===== config.mk =====
export PLATFORM = sky130hd
export DESIGN_NAME = serial_add_sub
export DESIGN_NICKNAME = d
export VERILOG_FILES = /design/src/rtl/serial_add_sub.sv
export SDC_FILE = /design/constraint.sdc
export NUM_CORES = 1
export LEC_CHECK = 0
export ABC_CLOCK_PERIOD_IN_PS = 4600
export CAP_MARGIN = 20
export CORE_MARGIN = 3
export CORE_UTILIZATION = 58
export CTS_BUF_LIST = sky130_fd_sc_hd__clkbuf_4 sky130_fd_sc_hd__clkbuf_8
export DETAILED_ROUTE_END_ITERATION = 10
export GPL_TIMING_DRIVEN = 0
export PLACE_DENSITY_LB_ADDON = 0.15
export SYNTH_ARGS = -nofsm -noshare
export SYNTH_HDL_FRONTEND = slang
export SYNTH_SLANG_ARGS = --single-unit
export TNS_END_PERCENT = 5

===== constraint.sdc =====
create_clock -name clk -period 4.6 [get_ports clk]
set_input_delay 1.15 -clock clk [delete_from_list [all_inputs] [get_ports clk]]
set_output_delay 1.15 -clock clk [all_outputs]
set_load 0.05 [all_outputs]

===== src/rtl/serial_add_sub.sv =====
// Bit-serial adder/subtractor: one full-adder cell reused LSB-first over WIDTH cycles.
// Results only update on completion, so sum/cout/overflow never show partial values.

module fa_cell (
    input  logic x,
    input  logic y,
    input  logic ci,
    output logic s,
    output logic co
);
    assign s  = x ^ y ^ ci;
    assign co = (x & y) | (x & ci) | (y & ci);
endmodule

module serial_add_sub #(
    parameter int WIDTH = 8
) (
    input  logic             clk,
    input  logic             rst,
    input  logic             start,
    input  logic             sub,
    input  logic [WIDTH-1:0] a,
    input  logic [WIDTH-1:0] b,
    output logic             busy,
    output logic             done,
    output logic [WIDTH-1:0] sum,
    output logic             cout,
    output logic             overflow
);
    localparam int            CW   = $clog2(WIDTH);
    localparam logic [CW-1:0] LAST = CW'(WIDTH - 1);

    typedef enum logic [1:0] {IDLE, ADD, DONE} state_t;

    state_t           state, state_nxt;
    logic [WIDTH-1:0] a_q, b_q;
    logic [WIDTH-2:0] sh_q;
    logic [WIDTH-1:0] shifted;
    logic [CW-1:0]    cnt;
    logic             carry_q;
    logic             bit_s, bit_c;

    fa_cell u_fa (
        .x  (a_q[cnt]),
        .y  (b_q[cnt]),
        .ci (carry_q),
        .s  (bit_s),
        .co (bit_c)
    );

    // New bit enters at the top; after WIDTH shifts bit 0 has reached the LSB.
    assign shifted = {bit_s, sh_q};

    always_ff @(posedge clk or posedge rst) begin
        if (rst) state <= IDLE;
        else     state <= state_nxt;
    end

    always_comb begin
        state_nxt = state;
        case (state)
            IDLE:    if (start) state_nxt = ADD;
            ADD:     if (cnt == LAST) state_nxt = DONE;
            DONE:    state_nxt = IDLE;
            default: state_nxt = IDLE;
        endcase
    end

    always_ff @(posedge clk or posedge rst) begin
        if (rst) begin
            a_q      <= '0;
            b_q      <= '0;
            sh_q     <= '0;
            cnt      <= '0;
            carry_q  <= 1'b0;
            sum      <= '0;
            cout     <= 1'b0;
            overflow <= 1'b0;
        end else begin
            if (state == IDLE && start) begin
                // Subtraction as a + ~b + 1: invert b and seed the carry.
                a_q     <= a;
                b_q     <= b ^ {WIDTH{sub}};
                carry_q <= sub;
                cnt     <= '0;
            end else if (state == ADD) begin
                sh_q    <= shifted[WIDTH-1:1];
                carry_q <= bit_c;
                cnt     <= cnt + CW'(1);
                if (cnt == LAST) begin
                    sum      <= shifted;
                    cout     <= bit_c;
                    overflow <= carry_q ^ bit_c;
                end
            end
        end
    end

    assign busy = (state != IDLE);
    assign done = (state == DONE);
endmodule


==> out/qor.tcl <==
set qor(antenna_cells_inserted) 0
set qor(max_freq_ghz) 0.328
set qor(critical_path.slowest_cell) {sky130_fd_sc_hd__clkdlybuf4s50_1}
set qor(gp_routability_congestion) 0.746
set qor(drtAntennaViolNets) 0
set qor(setup_viol) 0
set qor(detail_route.wirelength_um) 3100
set qor(grt_first_pass_wirelength_um) 5220
set qor(vias_per_cell) 5.75
set qor(power.sequential.fraction) 0.379
set qor(finalWorstSetupSlack_ns) 1.55
set qor(cp-end-kind) {output port}
set qor(postCtsSetupBuffers) 0
set qor(clockPowerShare) 0.111
set qor(worst-endpoint-arrival_ns) 1.90
set qor(synth.largest_area_cell) {sky130_fd_sc_hd__dfrtp_1}
set qor(p_per_area_nw_per_um2) 725
set qor(comb_power_share) 0.510
set qor(timing.slew.headroom) 0.475
set qor(hold_crit_path_type) {flip-flop to flip-flop}
set qor(tritoncts) {done}
set qor(cell_internal_pwr_mw) 0.997
set qor(synth_fp_nets) 143
set qor(groute.usage.overall) 0.192
set qor(clkSinkCount) 39
set qor(fp.dieH_um) 61.7
set qor(postCtsHoldBufs) 0
set qor(antenna_found_initial) 0
set qor(yosys.area.top_type_share) 0.543
set qor(drc) 0
set qor(dr_total_vias) 1092
set qor(dieArea_um2) 3800
set qor(critical_path.top_delay_family) {buffers and inverters}
set qor(ratio_of_final_minimum_period_to_clock_period) 0.663
set qor(post-dp-hpwl_um) 2320
set qor(netSwitchingPower_mw) 0.614
set qor(grt.overflow.total) 0
set qor(synth.top_cells.by_count) {sky130_fd_sc_hd__dfrtp_1 (39), sky130_fd_sc_hd__mux2_2 (31), sky130_fd_sc_hd__inv_1 (9), sky130_fd_sc_hd__xor2_1 (8), sky130_fd_sc_hd__mux2i_1 (5)}
set qor(yosys_most_used_dff) {sky130_fd_sc_hd__dfrtp_1}
set qor(static_leak_nw) 1.01
set qor(area.growth.synth_to_final_pct) 23.6
set qor(report.final.hold_viol_count) 0
set qor(mappedNetlistArea_um2) 1800
set qor(synth_edf_count) 0
set qor(drv.max_cap_violation_count) 0
set qor(layout-drive-gt1-share) 0.314
set qor(utilization) 0.779
set qor(final_cell_area_um2) 2220
set qor(initial_core_util) 0.630
set qor(vdd_drop_max_uv) 414
set qor(floorplan.die.width_um) 61.7
set qor(post_synth.cell_area_avg_um2) 15.0
set qor(detailedRoute.firstPassIterationCount) 4
set qor(clockBufferDepth) 2
set qor(critical_path.max_stage_delay_ns) 0.70
set qor(dr.first_iter.drc_count) 40
set qor(synth-warning-count) 0
set qor(ordered_cell_list_for_the_critical_path) {clkbuf_2 > or2_2 > clkdlybuf4s50_1}
set qor(yosysMostFrequentCell) {sky130_fd_sc_hd__dfrtp_1}
set qor(io_pins) 32
set qor(p_sw_frac) 0.381
set qor(cts_buffers) 5
set qor(place_area_um2) 2160
set qor(worst_setup_path_start_kind) {flip-flop}
set qor(cp.buffers_inverters) 2
set qor(row_count) 19
set qor(core-area_um2) 2850
set qor(critPathRequiredTime_ns) 3.45
set qor(final_net_count) 181
set qor(tightestPinTransition_ns) 0.786
set qor(worst_case_setup_slack_after_placement_ns) 1.94
set qor(cts.clk_slew.worst_paths_ns) 0.12
set qor(final_max_slew_viol_count) 0
set qor(cts.htree.levels) 2
set qor(fin_hold_ws_ns) 0.512
set qor(finalCriticalPeriod_ns) 3.05
set qor(first_global_vias) 1125
set qor(flip_flop_and_latch_count_after_synthesis) 39
set qor(cts_repair_resize_count) 0
set qor(place.port_buffers) 30
set qor(yosys-top-cells-area) {sky130_fd_sc_hd__dfrtp_1 (54%), sky130_fd_sc_hd__mux2_2 (19%), sky130_fd_sc_hd__mux4_1 (5.8%), sky130_fd_sc_hd__xor2_1 (3.9%), sky130_fd_sc_hd__mux2i_1 (2.8%)}
set qor(pin_count_of_the_biggest_net_entering_global_routing) 22
set qor(async_flop_share) 1.00
set qor(grt_setup_unrepaired) {false}
set qor(critical_path_class) {flip-flop to output port}
set qor(maximum_fanout_along_the_worst_path) 9
set qor(avgRoutedWirePerCell_um) 16.3
set qor(run_status) {completed}
set qor(fin_setup_tns_ns) 0
set qor(part_of_the_yosys_area_used_for_sequential_elements) 0.543
set qor(cts-root-buf) {sky130_fd_sc_hd__clkbuf_4}
set qor(synthDistinctLibCells) 22
set qor(finalClockSkew_ns) 0.00986
set qor(synth_cells) 120
set qor(clk-insertion-delay-late_ns) 0.35
==> power groups by stage <==
stage	Clock [mW]	Sequential, mW	Combinational (mW)
finish	0.179	0.611	0.821
global route	0.199	0.632	0.886
CTS	0.183	0.613	0.830
detailed placement	0	0.622	0.829
global placement	0	0.609	0.794
floorplan	0	0.738	0.485
==> registers in the layout, summed over array words and instances, names as in the netlist <==
signal,count
cout,1
sum,8
a_q,8
overflow,1
sh_q,7
b_q,8
state,2
carry_q,1
cnt,3
==> area by class of cell <==
cell class / instances / area, um^2
Clock buffer: 6 / 45.0
Timing Repair Buffer: 31 / 328
Fill cell: 183 / 632
Inverter: 9 / 33.8
Multi-Input combinational cell: 65 / 732
Buffer: 7 / 55.1
Tap cell: 31 / 38.8
Clock inverter: 2 / 12.5
Sequential cell: 39 / 976
==> through the flow <==
stage	power, mW	instances
3_3_place_gp	1.40	181
4_1_cts	1.63	190
3_5_place_dp	1.45	182
6_report	1.61	190
2_1_floorplan	1.22	120
5_1_grt	1.72	190
==> layout by cell type (no fill, tap or decap), drive strengths merged, types with 3 or more instances in the layout <==
cell           synthesis  routed
buf                    5       6
clkbuf                 2       8
clkdlybuf4s50          0      30
dfrtp                 39      39
inv                    9       9
mux2                  31      31
mux2i                  5       5
mux4                   4       4
nand3b                 3       3
xor2                   8       8
==> worst paths after layout <==
check | slack, ns | depth (start not counted) | startpoint | to
hold / removal | 0.51 | 1 | b_q[6] | b_q[6]
max in group asynchronous | 2.80 | 3 | rst | b_q[5]
min in group asynchronous | 1.23 | 2 | rst | sh_q[1]
setup / recovery | 1.55 | 3 | state[0] | busy
setup reg to reg | 2.55 | 6 | cnt[0] | carry_q
hold reg to reg | 0.51 | 1 | b_q[6] | b_q[6]
==> metal layers <==
layer  part of all wire  track usage  wire (um)
met1               0.44        0.254       1360
met3              0.057       0.0440        176
met4              0.013       0.0636         40
met5                  0            0          0
met2               0.49        0.314       1520
==> logic make-up (layout without fill, tap and decap cells) <==
family          after synthesis  count (layout)  share of synthesized area
simple gates                  8               8                     0.0355
xor+xnor                      9               9                     0.0439
compound gates                5               5                     0.0223
fa+ha+maj                     3               3                     0.0251
mux                          40              40                      0.281
flops                        39              39                      0.543
buf+inv                      16              55                     0.0494
(Power assumes the default switching activity.)
